$ cat src/rtl/mmu_tile_seq_if.sv
// mmu_tile_seq_if
//   Bundles every signal the tile sequencer exchanges with the outside world
//   apart from clock and reset: the job-control handshake towards the layer
//   control FSM and the enable/ready handshake towards the MMU, plus the
//   operand-select outputs that steer the tile muxes.
//
//   Signals
//     start          job request, one cycle, only honoured when idle
//     num_k_tiles    tile count N, sampled together with start
//     abort          synchronous abort of the running job
//     busy           job in progress
//     done           one-cycle pulse on successful completion
//     error          sticky watchdog timeout flag
//     mmu_enable     MMU enable level, held until mmu_data_ready
//     mmu_data_ready MMU completion pulse
//     k_idx          tile index of the current MMU operation
//     accum_sel      0 = accumulate from bias/zero, 1 = from fed-back output
//
//   Modports
//     slave  : the sequencer itself
//     master : the environment (control FSM + MMU) that drives the sequencer
interface mmu_tile_seq_if #(
  parameter int KT_W = 4
);

  logic            start;
  logic [KT_W-1:0] num_k_tiles;
  logic            abort;
  logic            busy;
  logic            done;
  logic            error;
  logic            mmu_enable;
  logic            mmu_data_ready;
  logic [KT_W-1:0] k_idx;
  logic            accum_sel;

  modport slave (
    input  start,
    input  num_k_tiles,
    input  abort,
    input  mmu_data_ready,
    output busy,
    output done,
    output error,
    output mmu_enable,
    output k_idx,
    output accum_sel
  );

  modport master (
    output start,
    output num_k_tiles,
    output abort,
    output mmu_data_ready,
    input  busy,
    input  done,
    input  error,
    input  mmu_enable,
    input  k_idx,
    input  accum_sel
  );

endinterface

$ cat src/rtl/mmu_tile_seq.sv
// mmu_tile_seq
//   Sequences the short-latency matrix-multiply unit over a K-tiled product.
//   A job of N tiles issues N MMU operations back to back. For each operation
//   the sequencer presents the tile index and accumulate source, raises
//   mmu_enable and keeps it high until the MMU pulses mmu_data_ready. Between
//   operations mmu_enable stays low for GAP_CYCLES cycles. A watchdog ends the
//   job with a sticky error if an operation stays enabled for TIMEOUT cycles
//   without completing.
//
//   Ports
//     clk    clock
//     rst_n  asynchronous active-low reset
//     bus    mmu_tile_seq_if.slave (job handshake, MMU handshake, operand select)
//
//   Every output is a flop; nothing combinational runs from an input to an
//   output.
module mmu_tile_seq #(
  parameter int KT_W       = 4,
  parameter int GAP_CYCLES = 1,
  parameter int TIMEOUT    = 15,
  parameter int TO_W       = 4
) (
  input logic          clk,
  input logic          rst_n,
  mmu_tile_seq_if.slave bus
);

  // The gap counter only has to reach GAP_CYCLES-1, so one bit is enough
  // for the minimum gap of a single cycle.
  localparam int GC_W = (GAP_CYCLES > 1) ? $clog2(GAP_CYCLES) : 1;

  localparam logic [GC_W-1:0] GAP_LAST = GC_W'(GAP_CYCLES - 1);
  localparam logic [TO_W-1:0] WD_LAST  = TO_W'(TIMEOUT - 1);

  typedef enum logic [1:0] {
    IDLE,
    ISSUE,
    GAP,
    ERR
  } state_t;

  state_t          state;
  logic [KT_W-1:0] last_k;
  logic [KT_W-1:0] k_q;
  logic            acc_q;
  logic            en_q;
  logic            busy_q;
  logic            done_q;
  logic            err_q;
  logic [TO_W-1:0] wd_cnt;
  logic [GC_W-1:0] gap_cnt;

  // Index of the final tile is kept instead of N itself so the completion
  // test in ISSUE is a plain equality against a register.
  //
  // wd_cnt holds the number of enable-high cycles already completed in the
  // current window, so it reaches TIMEOUT-1 in the TIMEOUT-th enable cycle;
  // if no data_ready arrives in that cycle the job times out and mmu_enable
  // has been high for exactly TIMEOUT cycles.
  //
  // A data_ready in the same cycle as the watchdog expiry still completes
  // the operation; abort wins over both.
  always_ff @(posedge clk or negedge rst_n) begin
    if (!rst_n) begin
      state   <= IDLE;
      last_k  <= '0;
      k_q     <= '0;
      acc_q   <= 1'b0;
      en_q    <= 1'b0;
      busy_q  <= 1'b0;
      done_q  <= 1'b0;
      err_q   <= 1'b0;
      wd_cnt  <= '0;
      gap_cnt <= '0;
    end else begin
      done_q <= 1'b0;

      if (bus.abort && (state == ISSUE || state == GAP)) begin
        // Abort drops the job silently: no done, error left as it was.
        state  <= IDLE;
        en_q   <= 1'b0;
        busy_q <= 1'b0;
        k_q    <= '0;
        acc_q  <= 1'b0;
      end else begin
        case (state)
          IDLE, ERR: begin
            // ERR behaves exactly like IDLE except that error stays set
            // until the next accepted start.
            if (bus.start) begin
              err_q <= 1'b0;
              if (bus.num_k_tiles != '0) begin
                last_k <= bus.num_k_tiles - KT_W'(1);
                k_q    <= '0;
                acc_q  <= 1'b0;
                busy_q <= 1'b1;
                en_q   <= 1'b1;
                wd_cnt <= '0;
                state  <= ISSUE;
              end else begin
                // An empty job completes immediately without touching the MMU.
                done_q <= 1'b1;
                state  <= IDLE;
              end
            end
          end

          ISSUE: begin
            if (bus.mmu_data_ready) begin
              en_q <= 1'b0;
              if (k_q == last_k) begin
                busy_q <= 1'b0;
                done_q <= 1'b1;
                state  <= IDLE;
              end else begin
                gap_cnt <= '0;
                state   <= GAP;
              end
            end else if (wd_cnt == WD_LAST) begin
              en_q   <= 1'b0;
              busy_q <= 1'b0;
              err_q  <= 1'b1;
              state  <= ERR;
            end else begin
              wd_cnt <= wd_cnt + TO_W'(1);
            end
          end

          GAP: begin
            // Operand selects move only here, while mmu_enable is low, so
            // the MMU sees stable operands for its whole enable window.
            if (gap_cnt == GAP_LAST) begin
              k_q    <= k_q + KT_W'(1);
              acc_q  <= 1'b1;
              en_q   <= 1'b1;
              wd_cnt <= '0;
              state  <= ISSUE;
            end else begin
              gap_cnt <= gap_cnt + GC_W'(1);
            end
          end

          default: begin
            state  <= IDLE;
            en_q   <= 1'b0;
            busy_q <= 1'b0;
          end
        endcase
      end
    end
  end

  assign bus.busy       = busy_q;
  assign bus.done       = done_q;
  assign bus.error      = err_q;
  assign bus.mmu_enable = en_q;
  assign bus.k_idx      = k_q;
  assign bus.accum_sel  = acc_q;

endmodule

$ cat src/flat_wrapper.sv
// flat-port wrapper written by rule: the top's interface ports become plain ports
module mmu_tile_seq_flat 
#(
  parameter int KT_W       = 4,
  parameter int GAP_CYCLES = 1,
  parameter int TIMEOUT    = 15,
  parameter int TO_W       = 4
)
  (clk, rst_n, bus_start, bus_num_k_tiles, bus_abort, bus_mmu_data_ready, bus_busy, bus_done, bus_error, bus_mmu_enable, bus_k_idx, bus_accum_sel);
  mmu_tile_seq_if #(.KT_W(KT_W)) bus_i ();
  input logic clk;
  input logic rst_n;
  input wire logic [$bits(bus_i.start)-1:0] bus_start;
  input wire logic [$bits(bus_i.num_k_tiles)-1:0] bus_num_k_tiles;
  input wire logic [$bits(bus_i.abort)-1:0] bus_abort;
  input wire logic [$bits(bus_i.mmu_data_ready)-1:0] bus_mmu_data_ready;
  output wire logic [$bits(bus_i.busy)-1:0] bus_busy;
  output wire logic [$bits(bus_i.done)-1:0] bus_done;
  output wire logic [$bits(bus_i.error)-1:0] bus_error;
  output wire logic [$bits(bus_i.mmu_enable)-1:0] bus_mmu_enable;
  output wire logic [$bits(bus_i.k_idx)-1:0] bus_k_idx;
  output wire logic [$bits(bus_i.accum_sel)-1:0] bus_accum_sel;
  assign bus_i.start = bus_start;
  assign bus_i.num_k_tiles = bus_num_k_tiles;
  assign bus_i.abort = bus_abort;
  assign bus_i.mmu_data_ready = bus_mmu_data_ready;
  assign bus_busy = bus_i.busy;
  assign bus_done = bus_i.done;
  assign bus_error = bus_i.error;
  assign bus_mmu_enable = bus_i.mmu_enable;
  assign bus_k_idx = bus_i.k_idx;
  assign bus_accum_sel = bus_i.accum_sel;
  mmu_tile_seq #(.KT_W(KT_W), .GAP_CYCLES(GAP_CYCLES), .TIMEOUT(TIMEOUT), .TO_W(TO_W)) u_core (.clk(clk), .rst_n(rst_n), .bus(bus_i));
endmodule
$ cat config.mk
export PLATFORM = sky130hd
export DESIGN_NAME = mmu_tile_seq_flat
export DESIGN_NICKNAME = d
export VERILOG_FILES = /design/src/rtl/mmu_tile_seq_if.sv /design/src/rtl/mmu_tile_seq.sv /design/src/flat_wrapper.sv
export SDC_FILE = /design/constraint.sdc
export NUM_CORES = 1
export LEC_CHECK = 0
export CORE_ASPECT_RATIO = 0.8
export CORE_MARGIN = 1
export CORE_UTILIZATION = 40
export CTS_CLUSTER_SIZE = 8
export DETAILED_ROUTE_END_ITERATION = 10
export GPL_TIMING_DRIVEN = 0
export SYNTH_ARGS = -nofsm -noshare
export SYNTH_HDL_FRONTEND = slang
export SYNTH_SLANG_ARGS = --single-unit
$ cat constraint.sdc
create_clock -name clk -period 4.2 [get_ports clk]
set_clock_uncertainty 0.15 [all_clocks]
set_input_delay 1.26 -clock clk [delete_from_list [all_inputs] [get_ports clk]]
set_output_delay 1.26 -clock clk [all_outputs]
set_load 0.005 [all_outputs]
Yosys cells after proc, flatten, opt, wreduce, memory -nomap -nowiden
Index checks and enable logic that the tools add are counted.
{"block": "classes", "add_sub_neg": 4, "n_mul": 0, "div_mod_pow": 0, "n_lt_le_gt_ge": 0, "eq_ne": 18, "n_shift": 0, "n_mux": 46, "n_bitwise": 1, "reduce_logical": 17}
{"op": "two-way mux 4 bit", "n": 7}
{"op": "two-way mux 1 bit", "n": 24}
{"op": "AND reduction 4 bit", "n": 4}
{"op": "inequality test 2 bit, second input constant", "n": 7}
{"op": "two-way mux 2 bit", "n": 6}
{"op": "one-hot mux 4 bit (3 select lines)", "n": 1}
{"op": "one-hot mux 1 bit (2 select lines)", "n": 5}
{"op": "AND reduction 5 bit", "n": 2}
{"op": "adder 4 x 1 -> 4 bit, second input constant", "n": 2}
{"op": "inequality test 4 bit, second input constant", "n": 2}
{"op": "one-hot mux 4 bit (2 select lines)", "n": 1}
{"op": "one-hot mux 2 bit (3 select lines)", "n": 1}
{"op": "AND reduction 6 bit", "n": 1}
{"op": "nonzero test 3 bit", "n": 2}
{"op": "equality test 2 bit, second input constant", "n": 2}
{"op": "equality test 4 bit", "n": 1}
{"op": "equality test 4 bit, second input constant", "n": 1}
{"op": "nonzero test 2 bit", "n": 2}
{"op": "nonzero test 4 bit", "n": 1}
{"op": "subtractor 4 x 1 -> 4 bit, second input constant", "n": 1}
{"op": "inequality test 3 x 1 -> 1 bit, second input constant", "n": 1}
{"op": "inequality test 3 x 2 -> 1 bit, second input constant", "n": 1}
{"op": "inequality test 3 bit, second input constant", "n": 1}
{"op": "one-hot mux 1 bit (3 select lines)", "n": 1}
{"op": "other kinds (9)", "n": 9}
{"block": "totals", "register_bits": 20, "latchBits": 0, "mem_bits_rw": 0, "romBits": 0, "input_bits": 9, "out_inout_bits": 9, "word_cells": 96, "memories": 0}

Logic depth before layout (Yosys ltp)
Gate-level depths: netlist of run 1.
{"block": "depth", "ltp_word": 5, "ltp_mapped": 7, "depth_no_buf": 6}

Worst setup path after synthesis of run 1
No wires, ideal clock.
{"block": "synth_timing", "path_kind": "input to register", "startpoint": "in bus_num_k_tiles[0]", "endpoint": "reg u_core.wd_cnt[2]", "setup_time_ns": 0.066, "t_arrival_ns": 2.371, "t_required_ns": 3.984, "setup_slack_ns": 1.613, "stages": 6, "n_path_buf": 0, "cell_sequence": "inv_1 -> ha_1 -> nand4bb_1 -> nand3_2 -> or4_1 -> nand2_1"}
{"block": "synth_via", "elab_chain_len": 3}
{"item": "start: declaration", "line_no": "flat_wrapper.sv:14", "rtl": "input wire logic [$bits(bus_i.num_k_tiles)-1:0] bus_num_k_tiles;"}
{"item": "nonzero test 4 bit", "line_no": "mmu_tile_seq.sv:92", "rtl": "if (bus.num_k_tiles != '0) begin"}
{"item": "inequality test 2 x 1 -> 1 bit (no line)"}
{"item": "AND reduction 6 bit (no line)"}
{"item": "end signal: assignment", "line_no": "mmu_tile_seq.sv:125", "rtl": "wd_cnt <= wd_cnt + TO_W'(1);"}
{"item": "end: declaration", "line_no": "mmu_tile_seq.sv:50", "rtl": "logic [TO_W-1:0] wd_cnt;"}
Every way passes these cells.
A chain may end at the register's enable or synchronous reset.

Worst setup path after layout of run 1
Same ends and word-level chain as after synthesis.

==> impl_metrics.yaml, run 1 <==
status:
  status: "complete, no violations"
drt:
  wl_um: 2550
  wire_per_inst_um: 13.7
  via_count: 989
  via_per_inst: 5.32
  drcViolationCount: 0
  dr.pass1.iters: 4
  drt_iter0_drc: 44
  drtAntennaViolNets: 0
placed_design:
  placed_area_um2: 1380
  dpl.cell_count: 182
  globalplace.congestion: 0.825
  hpwl_um: 1950
  place_ws_ps: 931
  io_buffer_count: 17
worst_hold_path:
  hold_path_end: "u_core.bus.mmu_enable"
  holdPathStages: 1
  worstHoldPathType: "reg2reg"
  hold_start: "u_core.bus.mmu_enable"
timing:
  hold_violations: 0
  slew_headroom: 0.413
  grt_setup_unrepaired: "false"
  slew_violations: 0
  finalSetupViolCount: 0
  whs_ps: 367
  fin_crit_ps: 2940
  setup_slack_ps: 1260
  fmax_mhz: 340
  period_share: 0.700
  worst_slew_pin_slew_ps: 877
  fin_setup_tns_ps: 0
pwr:
  comb_power_share: 0.520
  leakage_uw: 0.000637
  vdd_ir_drop_max_mv: 0.255
  power_frac_seq: 0.363
  p_int_uw: 455
  p_sw_uw: 348
  pwr-share-clk: 0.117
  p_per_area_nw_per_um2: 570
  sw_frac_of_total: 0.433
synth:
  synth.cell_area_um2: 1160
  netlist_instances: 127
  seq_area_frac_synth: 0.408
  syn_nets: 143
  synth.ff_latch_count: 19
  postSynthAreaPerCell_um2: 9.17
  synth_cell_type_count: 39
  yosys_warnings: 0
final_layout:
  antenna_cells: 0
  synthToLayoutAreaGrowth_pct: 20.9
  final_layout_size_suffix_gt1_frac: 0.0473
  fin_cells: 186
  fin_area_um2: 1410
  final_common_cell: "dfrtp_1"
  layout_common_cells: "19 x dfrtp_1, 17 x clkdlybuf4s50_1, 14 x nand2_1"
  finalNetCount: 165
floorplan:
  die_x_um: 62.3
  coreArea_um2: 2770
  die_h_um: 50.3
  design.die.area_um2: 3130
  start_util: 0.421
  fp-row-count: 17
  io_pins: 18
setup_path:
  cp.required_ps: 4290
  crit_chain: "clkdlybuf4s50_1 -> inv_1 -> ha_1 -> nand4bb_1 -> nand3_2 -> or4_1 -> nand2_1"
  arrival_ps: 3030
  cp.buffers_inverters: 2
  critPathCaptureType: "flop"
  slowest_stage: "clkdlybuf4s50_1"
  rrSetupSlack_ps: 2100
  path_max_fanout: 7
  reg2reg_depth: 7
  worstSetupPathType: "in2reg"
  start_kind: "input port"
  slowest_delay_ps: 490
  reg2reg_from: "u_core.state[0]"
  crit_family: "simple AND/OR/NAND/NOR gates"
  r2r-end: "u_core.bus.busy"
global_routing:
  grt_pass1_wl_um: 4520
  antenna_found_initial: 0
  grt_pass1_vias: 972
  grt_max_degree: 20
  grtUsageTotal: 0.186
  gr-total-overflow: 0
flow_run:
  cap_viol_max_count: 0
cts:
  clock_latency_ps: 300
  clkTransAtPathRegs_ps: 110
  numCtsBuffers: 3
  cts.htree.levels: 1
  cts_hold_buffers: 0
  cts_tree: "done"
  cts_root_buf: "clkbuf_4"
  cts_setup_buffers: 0
  cts_num_sinks: 19
  clock_tree.buffer_depth: 2
  cts-resized-gates: 0
-- power by group through the flow --
stage	Sequential [µW]	Combinational, µW	Clock, µW
2_1_floorplan	281	298	0
3_3_place_gp	291	412	0
3_5_place_dp	295	417	0
4_1_cts	292	419	101
5_1_grt	300	477	106
6_report	292	418	93.7
-- registers in the layout, indices dropped and copies added (netlist names) --
signal	count
u_core.bus.done	1
u_core.last_k	4
u_core.bus.accum_sel	1
u_core.bus.error	1
u_core.bus.busy	1
u_core.bus.mmu_enable	1
u_core.wd_cnt	4
u_core.state	2
u_core.bus.k_idx	4
-- Yosys cell counts (all sizes together) --
library cell	count	area share
a211oi	1	0.0064
mux2i	3	0.026
nor2b	2	0.011
o311ai	1	0.0075
o211ai	1	0.0064
xnor2	1	0.0075
o22a	1	0.0075
xor2	5	0.038
nor4	3	0.016
a21boi	1	0.0064
a32oi	1	0.0075
or2b	2	0.016
inv	9	0.029
a221o	1	0.0086
a21oi	9	0.039
nor2	5	0.016
clkbuf	3	0.0097
o31ai	1	0.0064
o2bb2ai	2	0.015
nand2	14	0.045
dfrtp	19	0.41
and2	1	0.0064
nand3	9	0.043
nand4bb	1	0.0097
o21ai	7	0.030
or3	1	0.0054
ha	7	0.075
nand4	2	0.011
a31oi	2	0.011
a22o	1	0.0075
or4	1	0.0064
and3	1	0.0054
nor3	3	0.013
a22oi	1	0.0064
buf	1	0.0097
or2	1	0.0054
o2111ai	3	0.023
-- kinds of logic after synthesis --
family / count (synthesis) / share of synthesized area
DFF: 19 / 0.408
adders and majority gates: 7 / 0.0752
buffers and inverters: 13 / 0.0483
AOI/OAI and AO/OA: 33 / 0.188
muxes: 3 / 0.0258
xor gates and xnor gates: 6 / 0.0451
and+or+nand+nor: 46 / 0.209
-- area by class of cell --
class	instances	area, µm²
inverters	9	33.8
plain buffers	4	22.5
repair buffers	17	170
well taps	38	47.5
fillers	270	1360
flip-flops and latches	19	475
clock buffers	4	26.3
multi-input cells	95	633
-- worst max path at each step --
stage	slack, ps	from	depth (start not counted)	end
after floorplan	1610	bus_num_k_tiles[0]	6	u_core.wd_cnt[2]
after global placement	940	bus_num_k_tiles[0]	7	u_core.wd_cnt[2]
after detailed placement	930	bus_num_k_tiles[0]	7	u_core.wd_cnt[2]
after CTS	1260	bus_num_k_tiles[0]	7	u_core.wd_cnt[2]
after global routing	1160	bus_num_k_tiles[0]	7	u_core.wd_cnt[2]
final	1260	bus_num_k_tiles[0]	7	u_core.wd_cnt[2]
-- per-stage QoR --
step	total power, µW	utilization
after floorplan	580	-
after global placement	703	0.500
after detailed placement	712	0.500
after CTS	812	0.510
after global routing	882	0.510
final	803	0.510
-- metal layers --
metal,global-route usage,wire length (µm)
met1,0.264,1340
met2,0.289,1070
met3,0.0455,139
met4,0.0349,8
met5,0,0
Note: power is estimated with default switching activity, not from simulation.
==> run 2: changes to the inputs <==
==> constraint.sdc (replaced) <==
create_clock -name clk -period 3 [get_ports clk]
set_clock_uncertainty 0.15 [all_clocks]
set_input_delay 0.9 -clock clk [delete_from_list [all_inputs] [get_ports clk]]
set_output_delay 0.9 -clock clk [all_outputs]
set_load 0.005 [all_outputs]
==> results of run 2 <==
The final DEF is identical to that of run 1. Status: complete, no violations.
Main changes from that run: setup slack after placement 931 ps -> 90.7 ps; setup slack after layout 1260 ps -> 420 ps; register-to-register setup slack 2100 ps -> 900 ps; total power 803 µW -> 1120 µW; worst IR drop on VDD 0.255 mV -> 0.358 mV
